--- config.mk ---
export PLATFORM = sky130hd
export DESIGN_NAME = key_mode_controller
export DESIGN_NICKNAME = d
export VERILOG_FILES = /design/src/rtl/key_mode_controller.sv
export SDC_FILE = /design/constraint.sdc
export NUM_CORES = 1
export LEC_CHECK = 0
export CAP_MARGIN = 20
export CORE_MARGIN = 3
export CORE_UTILIZATION = 59
export CTS_CLUSTER_DIAMETER = 60
export CTS_CLUSTER_SIZE = 24
export DETAILED_ROUTE_END_ITERATION = 7
export PLACE_DENSITY = 0.78
export SETUP_SLACK_MARGIN = 0.2
export SLEW_MARGIN = 20
export SYNTH_ARGS = -nofsm -noshare
export SYNTH_HDL_FRONTEND = slang
export SYNTH_SLANG_ARGS = --single-unit
--- constraint.sdc ---
create_clock -name clk -period 2.3 [get_ports clk]
set_input_delay 0.23 -clock clk [delete_from_list [all_inputs] [get_ports clk]]
set_output_delay 0.23 -clock clk [all_outputs]
set_load 0.01 [all_outputs]
--- src/rtl/key_mode_controller.sv ---
// Debounced two-button mode selector: sync -> debounce -> press detect -> 2-bit mode step/home.
// Optional idle auto-advance is enabled with `define MODE_AUTOCYCLE_EN.
module key_mode_controller #(
   parameter int DEBOUNCE_CYCLES = 500000,
   parameter int AUTO_CYCLES     = 100000000
) (
   input  logic       clk,
   input  logic       reset,
   input  logic [1:0] key,
   output logic [1:0] mode,
   output logic       mode_changed,
   output logic [1:0] key_state
);

   localparam int DW = $clog2(DEBOUNCE_CYCLES + 1);
   localparam logic [DW-1:0] DB_LAST = DW'(DEBOUNCE_CYCLES - 1);

   logic [1:0] meta_q, meta_d;
   logic [1:0] sync_q, sync_d;
   logic [1:0] state_q, state_d;
   logic [1:0] state_dly_q, state_dly_d;
   logic [1:0] press_q, press_d;
   logic [1:0] mode_q, mode_d;
   logic       mode_changed_q, mode_changed_d;
   logic       tick;

   always_comb begin
      meta_d      = key;
      sync_d      = meta_q;
      state_dly_d = state_q;
      press_d     = state_q & ~state_dly_q;
   end

   // Accepted levels are kept active-high; the raw keys are active-low.
   generate
      for (genvar gi = 0; gi < 2; gi++) begin : g_debounce
         logic [DW-1:0] cnt_q, cnt_d;
         logic          level_d;

         always_comb begin
            cnt_d   = cnt_q;
            level_d = state_q[gi];
            if (~sync_q[gi] == state_q[gi]) begin
               cnt_d = '0;
            end else if (cnt_q == DB_LAST) begin
               cnt_d   = '0;
               level_d = ~state_q[gi];
            end else begin
               cnt_d = cnt_q + 1'b1;
            end
         end

         assign state_d[gi] = level_d;

         always_ff @(posedge clk) begin
            if (reset) begin
               cnt_q <= '0;
            end else begin
               cnt_q <= cnt_d;
            end
         end
      end
   endgenerate

`ifdef MODE_AUTOCYCLE_EN
   localparam int AW = $clog2(AUTO_CYCLES + 1);
   localparam logic [AW-1:0] AUTO_LAST = AW'(AUTO_CYCLES - 1);

   logic [AW-1:0] idle_q, idle_d;

   // A key press restarts the idle period and suppresses a coincident tick.
   always_comb begin
      tick   = 1'b0;
      idle_d = idle_q + 1'b1;
      if (|press_q) begin
         idle_d = '0;
      end else if (idle_q == AUTO_LAST) begin
         idle_d = '0;
         tick   = 1'b1;
      end
   end

   always_ff @(posedge clk) begin
      if (reset) begin
         idle_q <= '0;
      end else begin
         idle_q <= idle_d;
      end
   end
`else
   // AUTO_CYCLES is always >= 1, so this is a constant 0 without the auto feature.
   assign tick = (AUTO_CYCLES < 1);
`endif

   always_comb begin
      mode_d = mode_q;
      if (press_q == 2'b11) begin
         mode_d = 2'd0;
      end else if (press_q[0]) begin
         mode_d = mode_q + 2'd1;
      end else if (press_q[1]) begin
         mode_d = mode_q - 2'd1;
      end else if (tick) begin
         mode_d = mode_q + 2'd1;
      end
      mode_changed_d = (mode_d != mode_q);
   end

   always_ff @(posedge clk) begin
      if (reset) begin
         meta_q         <= 2'b11;
         sync_q         <= 2'b11;
         state_q        <= 2'b00;
         state_dly_q    <= 2'b00;
         press_q        <= 2'b00;
         mode_q         <= 2'd0;
         mode_changed_q <= 1'b0;
      end else begin
         meta_q         <= meta_d;
         sync_q         <= sync_d;
         state_q        <= state_d;
         state_dly_q    <= state_dly_d;
         press_q        <= press_d;
         mode_q         <= mode_d;
         mode_changed_q <= mode_changed_d;
      end
   end

   assign mode         = mode_q;
   assign mode_changed = mode_changed_q;
   assign key_state    = state_q;

endmodule

; Yosys cells after proc, flatten, opt, wreduce, memory -nomap -nowiden
; Cells that the tools add are included.
[classes]
reduce_logical = 4
n_addsub = 4
n_eq_ne = 6
mux = 3
bitwise_logic = 8
[ops]
columns = cell, n
row1 = $add A19 B1 Y19 const B, 2
row2 = $eq A19 B19 Y1 const B, 2
row3 = $mux W2, 3
row4 = $not A1 Y1, 6
row5 = $reduce_or A3 Y1, 2
row6 = $reduce_and A2 Y1, 2
row7 = $add A2 B1 Y2 const B, 1
row8 = $and A2 B2 Y2, 1
row9 = $eq A1 B1 Y1, 2
row10 = $eq A2 B2 Y1 const B, 1
row11 = $ne A2 B2 Y1, 1
row12 = $not A2 Y2, 1
row13 = $sub A2 B1 Y2 const B, 1
[word_totals]
output_inout_bits = 5
wordCells = 35
register_bits = 51

; Logic depth before layout (Yosys ltp)
[logic_depth]
depth_word = 5
mapped_depth = 7

; Least setup slack after synthesis
; No wires, ideal clock.
[synth_path]
path_kind = reg2reg
start = register g_debounce[1].cnt_q[0]
end = register g_debounce[1].cnt_q[10]
stages_incl_launch_ff = 8
arrival_ns = 1.740
path_buffers = 2
path_slack_ns = 0.442
period_less_slack_ns = 1.858
setup_time_ns = 0.117
t_required_ns = 2.183
path_cell_list = dfxtp_1 > ha_1 > clkbuf_1 > nor4bb_1 > nand3b_1 > o21bai_1 > buf_2 > nor2_1
[synth_via]
elab_chain_len = 2
elab_cells_between_ends = 3
[synth_rtl]
columns = element, line_no
row1 = from (decl), 37  ; logic [DW-1:0] cnt_q, cnt_d;
row2 = from (signal assigned), 59  ; cnt_q <= cnt_d;
row3 = "parallel branches: the longest is 2 deep, another holds $add A19 B1 Y19", --
; Parallel ways; which one is timed is not known.
; A chain may end at the register's enable or synchronous reset.

; Worst setup path in the final report
[layout_path]
start = register g_debounce[0].cnt_q[9]
end = register state_q[0] (netlist: key_state[0])
[layout_via]
elab_chain_len = 2
[layout_rtl]
columns = element, line_no
row1 = from (decl), 37
row2 = from (signal assigned), 59
row3 = $eq A19 B19 Y1, 45  ; end else if (cnt_q == DB_LAST) begin
row4 = $reduce_and A2 Y1 (no source line), --
row5 = to (signal assigned), 121  ; state_q <= state_d;
row6 = to (decl), 20  ; logic [1:0] state_q, state_d;
; No other way between the ends.

==> run metrics <==
outcome=finished clean; min setup slack post-route=approximately 0.39 ns; fin crit share=around 83%; Synth top cells by count=dfxtp_1, nor2_1, xor2_1; switching share of power=roughly 19%; Clk pwr share=about a third; number of synthesized flops with an enable pin=0; Fin. Hold Viols=0; fmax=roughly 520 MHz; initial DRC count=a little over 90; total clock buffers created by CTS=5; die area=between 4000 and 5000 µm²; r2r setup slk=slightly below 0.4 ns; kind of critical path=reg -> reg; Worst path max stage delay=0.52 ns; detailed placement HPWL=approximately 2600 µm; initial antenna violation count=0; drt total wl=~3700 µm; maxcap violations=0; CP Data Required Time=around 2.5 ns; top_reg_cell synth=dfxtp_1; pre-CTS setup slack=0.3330 ns; Clock Latency Late Sink=between 0.2 and 0.3 ns; Flop pwr share=a little over three fifths; LEAKAGE=between 0.7 and 0.8 nW; Ports=9; Synth cell types=35; Clock transition at path regs=about 0.090 ns; post-synth top area share=about 47%; slowest CP cell=or4_4; Seq/Total Area, Yosys=between 40% and 50%; critical path buffer and inverter count=0; synthesized flop and latch total=51; Chip Width=66.54 µm; core region area=between 3000 and 4000 µm²; cell row count=21; Worst Path Max Fanout=6; Async SR Flop Fraction=0%; max_slew headroom=71.09%; CP Cell Sequence=or4_1, or4_4, or4_1, nand2_1; CP Capture Point=key_state[0]; Worst-Margin Slew=between 0.4 and 0.5 ns; Critical R2R Launch=g_debounce[0].cnt_q[9]; Post-Syn Instances=approximately 240; Die Y=roughly 67 µm; Reg-to-Reg End=key_state[0]; # hold bufs at CTS=0; Crit. End Element=flip-flop; Port Buffers=8; Top delay family on crit path=simple AND/OR/NAND/NOR gates; Peak VDD IR=~0.27 mV; r2r worst-path depth=4; top post-synthesis cells by area=dfxtp_1, xor2_1, nor2_1; WP depth=4; Final GP Congestion=0.8214; Avg Cell Area, Syn=~9.1 µm²; Max H-tree Level=2; vias per cell=roughly 5.5; synth warn=0; Hold Path Class=reg -> reg; Starting Density=between 60% and 70%; Int Power=approximately 0.0011 W; vias in the first global route=approximately 1.5k; CP dominant cell by count=or4_1; top-count cell post-synth=dfxtp_1; post-layout min period=roughly 1.9 ns; CTS tree=done; Fill cells=281; Final Setup Violations=0; CP Launch Type=flip-flop; Pwr Density=around 590 nW/µm²; Crit. Startpoint=g_debounce[0].cnt_q[9]; synthesized area=about 2200 µm²; Post-route DRC=0; largest net degree at the start of global routing=18; GRT Util Overall=about a fifth; clk root buf=clkbuf_8; final clock skew=around 0.0062 ns; Setup TNS=0 ns; Yosys top cell by area=dfxtp_1; maximum clock path buffer count=2; clock sink count=about 50; ANT cells=0; RSZ-0062 raised after global routing=false; Avg WL per Cell=~12 µm; NumNets Final=257; share of layout cells above drive strength 1=under 10%; Slew Viols, Final=0; grt ovf=0; syn nets=244; DRT antenna net count=0; global-route wire length before repair=~6600 µm; Switching Power=roughly 0.00027 W; area growth from synthesis to layout=11.11%; Via Count=between 1.5k and 2k; Layout Utilization=between 60% and 70%; Logic pwr share=under 10%; drt pass-1 iters=4; arrival time worst endpoint=roughly 2.2 ns
[logic make-up (layout without fill, tap and decap cells)]
kind of cell               after synthesis  in the layout  share of synthesized area [%]
AOI/OAI and AO/OA                       19             19                          5.555
muxes                                    2              2                          1.042
xor gates and xnor gates                31             31                          12.56
adders and majority gates                2              2                          1.157
and+or+nand+nor                        122            122                          30.32
buffers and inverters                   11             24                          2.141
DFF                                     51             51                          47.22
[layout by cell type, fill, tap and decap left out, types with 2 or more instances in the layout]
cell and count:
mux2_2 2, dfxtp_1 51, xnor2_1 14, or4_1 7, o31ai_1 2, clkdlybuf4s50_1 8, nor4_1 6, or2_2 4
nor3_1 5, nand2b_1 2, a21oi_1 7, inv_1 5, nor2b_1 4, nand2_1 11, xor2_1 17, or3_1 4
o21ai_0 7, and4_1 4, nand4_1 13, buf_4 3, nor2_1 39, ha_1 2, clkbuf_8 6, nand3_1 15
[final cells by class]
class / count / area (µm²) / area share [%]
flip-flops and latches: 51 / 1021 / 42.50
clock buffers: 6 / 82.58 / 3.438
clock inverters: 1 / 5.005 / 0.2083
multi-input cells: 176 / 1095 / 45.57
inverters: 5 / 18.77 / 0.7813
repair buffers: 12 / 122.6 / 5.104
well taps: 46 / 57.56 / 2.396
[flip-flops by register name, indices dropped and copies added, names as in the netlist]
name	count
meta_q	2
g_debounce.cnt_q	38
press_q	2
sync_q	2
mode	2
state_dly_q	2
key_state	2
mode_changed	1
[worst min path at each step]
stage                        start          to  slack [ns]  cells past startpoint
detailed placement  state_dly_q[0]  press_q[0]        0.38                      1
global route        state_dly_q[1]  press_q[1]        0.43                      1
floorplan                   key[0]   meta_q[0]        0.33                      1
global placement    state_dly_q[0]  press_q[0]        0.37                      1
CTS                 state_dly_q[0]  press_q[0]        0.39                      1
finish              state_dly_q[0]  press_q[0]        0.39                      1
[metrics by stage]
step / instance area [µm²] / std cells / hold slack, ns / power [W]
after floorplan: 2162 / 238 / 0.3338 / 0.0009222
after global placement: 2295 / 289 / 0.3724 / 0.0009302
after detailed placement: 2295 / 289 / 0.3827 / 0.0009307
after CTS: 2382 / 296 / 0.3941 / 0.001425
after global routing: 2402 / 297 / 0.4259 / 0.001469
final: 2402 / 297 / 0.3912 / 0.001408
[worst reg2reg max path, cell delays in order (launching register included)]
cell and delay, ns:
dfxtp_1 0.36, or4_1 0.50, or4_4 0.52, or4_1 0.41, nand2_1 0.07
[timing repair]
item                                   CTS  global route
buffers inserted                         0             1
setup endpoints to repair                0             2
endpoints found under the hold margin    0             0
resized for setup                        0             0
[routing by layer]
| layer | global-route usage [%] | part of all wire, % |
|---|---|---|
| met5 | 0 | 0 |
| met4 | 6.853 | 0.93 |
| met3 | 5.565 | 2.5 |
| met2 | 32.09 | 48 |
| met1 | 23.89 | 49 |
[power by group through the flow]
| stage | combinational [W] | clock [W] | sequential (W) |
|---|---|---|---|
| after floorplan | 0.0000131 | 0 | 0.000909 |
| after global placement | 0.0000205 | 0 | 0.000910 |
| after detailed placement | 0.0000209 | 0 | 0.000910 |
| after CTS | 0.0000210 | 0.000515 | 0.000889 |
| after global routing | 0.0000254 | 0.000554 | 0.000890 |
| final | 0.0000228 | 0.000496 | 0.000889 |
Power figures use the tool's default switching activity.
